[config.mk]
export PLATFORM = sky130hd
export DESIGN_NAME = wide_add_seq
export DESIGN_NICKNAME = d
export VERILOG_FILES = /design/src/rtl/wide_add_seq.sv
export SDC_FILE = /design/constraint.sdc
export NUM_CORES = 1
export LEC_CHECK = 0
export CORE_ASPECT_RATIO = 1.75
export CORE_MARGIN = 3
export CORE_UTILIZATION = 30
export CTS_CLUSTER_DIAMETER = 100
export CTS_CLUSTER_SIZE = 10
export DETAILED_ROUTE_END_ITERATION = 12
export PLACE_DENSITY = 0.63
export SYNTH_ARGS = -nofsm -noshare
export SYNTH_HDL_FRONTEND = slang
export SYNTH_SLANG_ARGS = --single-unit
[constraint.sdc]
create_clock -name clk -period 2.6 [get_ports clk]
set_input_delay 0.52 -clock clk [delete_from_list [all_inputs] [get_ports clk]]
set_output_delay 0.52 -clock clk [all_outputs]
set_load 0.01 [all_outputs]
[src/rtl/wide_add_seq.sv]
// rtl/wide_add_seq.sv - sequencer running one NWORDS*32-bit add as chained passes through a registered 32-bit adder
//
// Optional feature macro: WIDE_ADD_SUB_EN (adds op_sub; subtract A - B when set).
//
// Ports:
//   clk        in   rising-edge clock
//   reset_n    in   synchronous active-low reset
//   in_valid   in   operand request
//   in_ready   out  block can accept an operand (high only in IDLE)
//   op_a/op_b  in   wide operands, word k = bits [32k+31:32k]
//   op_ci      in   carry-in to word 0
//   op_sub     in   (WIDE_ADD_SUB_EN only) 1 = subtract
//   out_valid  out  sum/cout valid (high only in DONE)
//   out_ready  in   consumer accepts result
//   sum/cout   out  wide sum and carry-out of the top word
//   add_a/add_b/add_ci  out  word operands and carry driven to the adder
//   add_s/add_co        in   adder result, ADDER_LAT edges after sampling

module wide_add_seq #(
    parameter int NWORDS    = 4,
    parameter int ADDER_LAT = 2
) (
    input  logic                  clk,
    input  logic                  reset_n,
    input  logic                  in_valid,
    output logic                  in_ready,
    input  logic [32*NWORDS-1:0]  op_a,
    input  logic [32*NWORDS-1:0]  op_b,
    input  logic                  op_ci,
`ifdef WIDE_ADD_SUB_EN
    input  logic                  op_sub,
`endif
    output logic                  out_valid,
    input  logic                  out_ready,
    output logic [32*NWORDS-1:0]  sum,
    output logic                  cout,
    output logic [31:0]           add_a,
    output logic [31:0]           add_b,
    output logic                  add_ci,
    input  logic [31:0]           add_s,
    input  logic                  add_co
);

    localparam int W     = 32 * NWORDS;
    localparam int IDX_W = (NWORDS > 1) ? $clog2(NWORDS) : 1;
    localparam int CNT_W = (ADDER_LAT > 1) ? $clog2(ADDER_LAT) : 1;

    localparam logic [1:0] S_IDLE  = 2'd0;
    localparam logic [1:0] S_ISSUE = 2'd1;
    localparam logic [1:0] S_WAIT  = 2'd2;
    localparam logic [1:0] S_DONE  = 2'd3;

    localparam logic [IDX_W-1:0] IDX_LAST = IDX_W'(NWORDS - 1);
    localparam logic [CNT_W-1:0] CNT_LAST = CNT_W'(ADDER_LAT - 1);

    logic [1:0]       state;
    logic [IDX_W-1:0] idx;
    logic [CNT_W-1:0] cnt;
    logic [W-1:0]     a_q;
    logic [W-1:0]     b_q;

    // Effective B and word-0 carry; subtraction is A + ~B + 1.
    logic [W-1:0] b_eff;
    logic         ci_eff;
`ifdef WIDE_ADD_SUB_EN
    assign b_eff  = op_sub ? ~op_b : op_b;
    assign ci_eff = op_sub ? 1'b1 : op_ci;
`else
    assign b_eff  = op_b;
    assign ci_eff = op_ci;
`endif

    // Next word of the captured operands. Shifting rather than part-selecting
    // keeps the expression in range even when idx is the last word (value unused then).
    logic [IDX_W-1:0] next_idx;
    logic [W-1:0]     a_sh;
    logic [W-1:0]     b_sh;
    assign next_idx = idx + 1'b1;
    assign a_sh     = a_q >> {next_idx, 5'b0};
    assign b_sh     = b_q >> {next_idx, 5'b0};

    assign in_ready  = (state == S_IDLE);
    assign out_valid = (state == S_DONE);

    // The adder inputs are loaded on the edge that enters ISSUE, so the adder
    // samples them on the ISSUE->WAIT edge and the result is visible at the
    // WAIT edge where cnt reaches ADDER_LAT-1. add_ci doubles as the running carry.
    always_ff @(posedge clk) begin
        if (!reset_n) begin
            state  <= S_IDLE;
            idx    <= '0;
            cnt    <= '0;
            a_q    <= '0;
            b_q    <= '0;
            sum    <= '0;
            cout   <= 1'b0;
            add_a  <= '0;
            add_b  <= '0;
            add_ci <= 1'b0;
        end else begin
            case (state)
                S_IDLE: begin
                    if (in_valid) begin
                        a_q    <= op_a;
                        b_q    <= b_eff;
                        add_a  <= op_a[31:0];
                        add_b  <= b_eff[31:0];
                        add_ci <= ci_eff;
                        idx    <= '0;
                        state  <= S_ISSUE;
                    end
                end
                S_ISSUE: begin
                    cnt   <= '0;
                    state <= S_WAIT;
                end
                S_WAIT: begin
                    if (cnt == CNT_LAST) begin
                        sum[{idx, 5'b0} +: 32] <= add_s;
                        add_ci                 <= add_co;
                        if (idx == IDX_LAST) begin
                            cout  <= add_co;
                            state <= S_DONE;
                        end else begin
                            idx   <= next_idx;
                            add_a <= a_sh[31:0];
                            add_b <= b_sh[31:0];
                            state <= S_ISSUE;
                        end
                    end else begin
                        cnt <= cnt + 1'b1;
                    end
                end
                default: begin
                    if (out_ready) begin
                        state <= S_IDLE;
                    end
                end
            endcase
        end
    end

endmodule

After elaboration in Yosys (flattened, before gate mapping)
Index checks and enable logic that the tools add are counted.

word-level totals
  register bits after elaboration = 455
  input port bits = 294
  output and inout port bits = 196
  word-level logic and storage cells = 57

cells by class
  add/sub/neg operators = 3
  equal/unequal tests = 7
  shifts and indexed selects = 4
  muxes and demuxes = 23
  reduce and logical (&&, ||, !) cells = 10

operator list
  cell                                                                       count
  128-bit by 7-bit right shift with 32-bit output                            2
  32-bit two-way mux                                                         6
  128-bit bitwise mux                                                        1
  32-bit one-hot mux with 2 select lines                                     2
  32-bit by 9-bit variable shift with 128-bit output (first input constant)  1
  32-bit by 9-bit indexed part select with 128-bit output                    1
  2-bit two-way mux                                                          7
  7-bit negation with 9-bit output                                           1
  3-bit AND reduction                                                        3
  2-bit equality test (second input constant)                                3
  2-bit inequality test (second input constant)                              3
  2-bit one-hot mux with 3 select lines                                      1
  1-bit one-hot mux with 2 select lines                                      2
  2-bit one-hot mux with 2 select lines                                      1
  2-bit AND reduction                                                        2
  4-bit AND reduction                                                        1
  2-bit nonzero test                                                         2
  4-bit nonzero test                                                         1
  1-bit two-way mux                                                          3
  2-bit by 1-bit adder with 2-bit output (second input constant)             1
  2-bit by 1-bit equality test with 1-bit output (second input constant)     1
  2-bit logical NOT                                                          1
  1-bit adder (second input constant)                                        1

Logic depth before layout (Yosys ltp)
Gate-level depths: netlist of run 1.

  word-level depth = 5
  depth in mapped cells = 10

Worst setup path before layout of run 1
No wires, ideal clock.

  path type = register to register
  from = register idx[0]
  to = register add_b[2]
  setup time = 119 ps
  data arrival time = 2,394 ps
  required time = 2,481 ps
  path slack = 87 ps
  cell stages (with the launch flop) = 10
  cells stage by stage = dfxtp_1 > clkbuf_1 > buf_2 > buf_2 > inv_1 > ha_1 > nand2_1 > clkbuf_1 > o22ai_1 > o221a_2

on the way
  cells in the longest elaborated chain, start to end = 5
  elaborated cells between the ends (all ways) = 8
  those cells by class = 1 x add/sub; 2 x eq/ne; 1 x shift; 3 x mux; 1 x reduce/logical

RTL lines
  element                                          line  text
  from (decl)                                      57    logic [IDX_W-1:0] idx;
  from (signal assigned)                           125   idx <= next_idx;
  2-bit by 1-bit adder with 2-bit output           78    assign next_idx = idx + 1'b1;
  128-bit by 7-bit right shift with 32-bit output  80    assign b_sh = b_q >> {next_idx, 5'b0};
  32-bit two-way mux                               121   if (idx == IDX_LAST) begin
  32-bit two-way mux                               118   if (cnt == CNT_LAST) begin
  32-bit one-hot mux with 2 select lines           101   case (state)
  to (signal assigned)                             107   add_b <= b_eff[31:0];
  to (signal assigned)                             127   add_b <= b_sh[31:0];
  to (decl)                                        38    output logic [31:0] add_b,

Several ways; a longest one is shown, not always the timed one. The select of a mux whose other input is x is not followed.
A chain may end at the register's enable or synchronous reset.

Worst setup path after layout of run 1
  from = register state[0]
  to = output port in_ready

on the way
  cells in the longest elaborated chain, start to end = 1

RTL lines
  element                 line  text
  from (decl)             56    logic [1:0] state;
  from (signal assigned)  90    state <= S_IDLE;
  from (signal assigned)  110   state <= S_ISSUE;
  from (signal assigned)  115   state <= S_WAIT;
  2-bit logical NOT       82    assign in_ready = (state == S_IDLE);
  to (decl)               26    output logic in_ready,

No other way between the ends.

==> results.yml, run 1 <==
place:
  gp_congestion: 0.8168
  portBuffers: 489
  post-dp-hpwl_mm: 43.34
  dp.cells: 3171
  dpl_cell_area_mm2: 0.02419
routing:
  firstDrtPassIters: 5
  ant_nets: 0
  drc_errors: 0
  drt-initial-drc-count: 866
  avgRoutedWirePerCell_um: 19.16
  vias: 16065
  drt_wl_total_mm: 62.09
  vias_per_cell: 4.958
worst_setup_path:
  start_kind: "flip-flop"
  worst-path-buf-inv: 2
  cp_cell_sequence: "inv_1 -> ha_1 -> clkdlybuf4s50_1"
  worstPathMaxFanout: 5
  crit_path_end_kind: "output port"
  crit_family: "buffers and inverters"
  max_stage_delay_ns: 0.60
  path_class: "flip-flop to output port"
  worstPathRequired_ns: 2.08
  critPathArrivalTime_ns: 1.94
  critical_path_depth: 3
  slowest_stage: "clkdlybuf4s50_1"
  r2r_cells: 7
sta:
  rsz0062_at_grt: "false"
  max_slew_margin_pct: 40.08
  worst_slew_pin_slew_ns: 0.8988
  fin_skew_ns: 0.02569
  hold_violations: 0
  fmax_mhz: 405.9
  drv_slew: 0
  finalSetupViolations: 0
  fin_crit_sh_pct: 94.76
  min_period_ns: 2.464
  setup_tns_ns: 0
cells_and_area:
  nets: 2742
  fill_cells: 5911
  postLayoutCoreUtil_pct: 42.19
  finalInstanceArea_mm2: 0.02557
  layout.cells.most_common: "nand2_1"
  multi_input_comb_area_mm2: 0.008519
  ff_latch_area_mm2: 0.009112
  area_delta_synth_final_pct: 37.96
  layout_common_cells: "517 x nand2_1, 488 x clkdlybuf4s50_1, 454 x dfxtp_1"
  fin_cells: 3240
  drive_gt1_share_pct: 4.957
floorplan:
  dieWidth_um: 193.9
  die_area_mm2: 0.06491
  rows: 119
  start_util_pct: 30.58
  die_y_um: 334.8
  io_pins: 490
  core_mm2: 0.06060
pwr:
  power_leakage_nw: 9.003
  p_per_area_mw_per_mm2: 837.4
  vdd_drop_max_v: 0.0004722
clock_tree:
  cts_tree: "done"
  cts-htree-levels: 2
  cts.repair.resized: 0
  cts_buffers: 51
  clk_pin_slew_ns: 0.06
  ctsHoldBuffers: 0
  clkSinkCount: 455
  clk_latency_ns: 0.59
  cts-root-buf: "clkbuf_16"
  clock_path_buffers: 3
  post_cts_buffers: 0
global_routing:
  antenna_found_initial: 18
  grt_pass1_wl_mm: 94.33
  grt_max_degree: 211
  overflow: 0
  grtUsageTotal_pct: 18.09
  first_global_vias: 16210
hold_path:
  min_path_type: "input port to flip-flop"
  min_path_cells: 2
synthesis:
  ys.warnings.count: 0
  synthesis.nets: 2343
  synth-main-ff-cell: "dfxtp_1"
  syn_avg_cell_area_um2: 9.089
  ys_seq_elements: 455
  synth_edf_count: 0
  ys_types: 34
  synthArstFlopShare_pct: 0
  netlist_area_mm2: 0.01853
  synthCells: 2039
  synth-seq-area-share_pct: 49.15
outcome:
  status: "complete, no violations"
run:
  maxCapViolCount: 0
[worst paths after layout]
check / slack [ns] / startpoint / end
worst max-delay path: 0.14 / state[0] / in_ready
worst min-delay path: 0.24 / reset_n / add_ci
worst max register to register: 0.29 / state[0] / add_b[8]
worst min register to register: 0.46 / b_q[64] / b_q[64]
[metrics by stage]
stage	hold WS, ns	power [W]	setup slack (ns)
3_3_place_gp	0.4505	0.01519	0.2090
5_1_grt	0.2149	0.02259	0.05134
2_1_floorplan	0.4402	0.01253	0.08715
6_report	0.2395	0.02141	0.1362
4_1_cts	0.1905	0.02173	0.09415
3_5_place_dp	0.4577	0.01537	0.1901
[Yosys cell counts (all sizes together), types with 2 or more instances]
cell	instances	area, um^2
nand2	520	1952
dfxtp	455	9109
a21boi	259	1944
clkbuf	138	518.0
mux2i	131	1311
nor2b	71	444.2
inv	69	259.0
a22oi	68	510.5
o21ai	65	325.3
o221a	64	720.7
o22ai	63	394.1
a22o	60	525.5
buf	36	178.9
ha	10	125.1
nand3	6	30.03
nor2	4	15.01
and2	3	18.77
a211o	2	17.52
a21oi	2	10.01
and3b	2	17.52
nand2b	2	12.51
nor3	2	10.01
[sequential cells by signal (all words and copies together), names as in the netlist]
signal,count
state,2
add_b,32
cnt,1
a_q,128
sum,128
add_a,32
idx,2
b_q,128
cout,1
add_ci,1
[routing by layer]
metal | GRT usage, % | part of all wire [%]
met1 | 21.08 | 40
met2 | 31.59 | 50
met3 | 4.151 | 6.3
met4 | 8.303 | 4.1
met5 | 0 | 0.050
[report_power, final]
part           internal [W]  switching [W]  total [W]
Combinational       0.00282        0.00358    0.00640
Sequential          0.00810       0.000642    0.00875
Clock               0.00347        0.00279    0.00626
Total                0.0144        0.00701     0.0214
[layout make-up]
| type | instances | share of cell area [%] |
|---|---|---|
| clock inverter | 4 | 0.2349 |
| antenna | 13 | 0.1272 |
| timing repair buffer | 520 | 20.81 |
| sequential | 455 | 35.64 |
| inverter | 69 | 1.013 |
| clock buffer | 52 | 5.006 |
| multi-input combinational | 1341 | 33.32 |
| tap | 786 | 3.847 |
[cells by family after synthesis]
logic type	count (synthesis)	synth area share, %
AO/OA/AOI/OAI	585	24.12
adder cells (fa/ha/maj)	10	0.6751
buffers and inverters	243	5.158
flip-flops	455	49.15
multiplexers	132	7.197
AND/OR/NAND/NOR	614	13.70
(Power assumes the default switching activity.)
==> run 2, diff against run 1 <==
--- a/config.mk
+++ b/config.mk
@@ -11,6 +11,7 @@
 export CTS_CLUSTER_DIAMETER = 100
 export CTS_CLUSTER_SIZE = 10
 export DETAILED_ROUTE_END_ITERATION = 12
+export MAX_ROUTING_LAYER = met4
 export PLACE_DENSITY = 0.63
 export SYNTH_ARGS = -nofsm -noshare
 export SYNTH_HDL_FRONTEND = slang
==> results.yml, run 2 (synthesis gave the netlist of run 1 again) <==
clock_tree:
  clkSinkCount: 455
  post_cts_buffers: 0
  cts-root-buf: "clkbuf_16"
  ctsHoldBuffers: 0
  cts.repair.resized: 0
  clk_pin_slew_ns: 0.06
  clk_latency_ns: 0.59
  cts_tree: "done"
  cts-htree-levels: 2
  clock_path_buffers: 3
  cts_buffers: 51
worst_setup_path:
  worstPathRequired_ns: 2.08
  start_kind: "flip-flop"
  r2r-start: "state[1]"
  path_class: "flip-flop to output port"
  r2r_slack_ns: 0.29
  worstPathMaxFanout: 5
  r2r_cells: 7
  r2r-end: "add_b[8]"
  critPathArrivalTime_ns: 1.94
  crit_path_end_kind: "output port"
sta:
  fin_crit_sh_pct: 94.62
  setup_tns_ns: 0
  drv_slew: 0
  finalSetupViolations: 0
  rsz0062_at_grt: "false"
  worst_slew_pin_slew_ns: 0.8693
  hold_violations: 0
  fin_skew_ns: 0.02455
  holdWs_ns: 0.2418
  fmax_mhz: 406.5
  max_slew_margin_pct: 42.05
  min_period_ns: 2.460
pwr:
  p_per_area_mw_per_mm2: 837.0
  p_int_w: 0.01440
  switching_power_w: 0.007015
  clkPwrFrac_pct: 29.2
  power_leakage_nw: 9.003
  vdd_drop_max_v: 0.0004714
  power_frac_comb_pct: 29.9
  switching_share_pct: 32.76
  seq_power_share_pct: 40.8
routing:
  firstDrtPassIters: 5
  drc_errors: 0
  ant_nets: 0
  avgRoutedWirePerCell_um: 19.14
  vias: 16005
  drt_wl_total_mm: 62.11
  vias_per_cell: 4.932
  drt-initial-drc-count: 824
cells_and_area:
  fin_cells: 3245
  drive_gt1_share_pct: 4.957
  layout.cells.most_common: "nand2_1"
  area_delta_synth_final_pct: 38.02
  layout_common_cells: "517 x nand2_1, 488 x clkdlybuf4s50_1, 454 x dfxtp_1"
  nets: 2742
  reg_top3: "a_q (128), b_q (128), sum (128)"
place:
  post-dp-hpwl_mm: 43.34
  dp.cells: 3171
  gp_congestion: 0.8290
  portBuffers: 489
hold_path:
  hold-path-endpoint: "idx[0]"
  min_path_type: "input port to flip-flop"
  min_path_cells: 2
  worstHoldStart: "reset_n"
floorplan:
  core_mm2: 0.06060
  io_pins: 490
  dieWidth_um: 193.9
  rows: 119
  die_y_um: 334.8
  die_area_mm2: 0.06491
  start_util_pct: 30.58
outcome:
  status: "complete, no violations"
run:
  maxCapViolCount: 0
global_routing:
  grtUsageTotal_pct: 18.62
  first_global_vias: 16217
  grt_pass1_wl_mm: 94.25
  grt_max_degree: 211
  antenna_found_initial: 19
  overflow: 0
[run 2: changes by cell type in the layout (fill, tap and decap cells not counted)]
cell     delta
diode_2     +5
[run 2: power by group through the flow]
stage / clock network (W) / logic (W) / registers [W]
after floorplan: 0 / 0.00366 / 0.00886
after detailed placement: 0 / 0.00649 / 0.00888
after CTS: 0.00647 / 0.00651 / 0.00875
after global routing: 0.00669 / 0.00702 / 0.00887
after global placement: 0 / 0.00634 / 0.00885
final: 0.00626 / 0.00640 / 0.00874
[run 2: how the worst max path moves through the flow]
| stage | to | cells after the start | slack (ns) | from |
|---|---|---|---|---|
| after floorplan | add_b[2] | 9 | 0.09 | idx[0] |
| after global routing | in_ready | 3 | 0.05 | state[0] |
| final | in_ready | 3 | 0.14 | state[0] |
| after CTS | in_ready | 3 | 0.09 | state[0] |
| after global placement | add_b[8] | 6 | 0.21 | in_valid |
| after detailed placement | add_b[8] | 6 | 0.19 | in_valid |
[run 2: final cells by class]
class | count | area, um^2
inverters | 69 | 259.0
repair buffers | 520 | 5320
well taps | 786 | 983.4
flip-flops and latches | 455 | 9112
multi-input cells | 1341 | 8519
fillers | 5909 | 35020
clock inverters | 4 | 60.06
clock buffers | 52 | 1280
diodes | 18 | 45.04
[run 2: through the flow]
stage	cell area [um^2]	setup slack (ns)	power, W	utilization [%]
floorplan	18530	0.08715	0.01253	-
global route	25580	0.05133	0.02259	42.21
CTS	25530	0.09415	0.02173	42.14
detailed placement	24190	0.1901	0.01537	39.93
finish	25580	0.1399	0.02141	42.21
global placement	24190	0.2090	0.01519	39.93
[run 2: critical path, stage by stage, from the launching register on]
cell and delay [ns]:
dfxtp_1 0.33, inv_1 0.19, ha_1 0.23, clkdlybuf4s50_1 0.60
[run 2: metal layers]
metal	part of all wire [%]	track usage, %	vias to the layer above
li1	-	-	7802
met1	40	21.01	7623
met2	50	31.60	469
met3	6.3	4.242	111
met4	3.8	8.303	0
met5	0	-	-
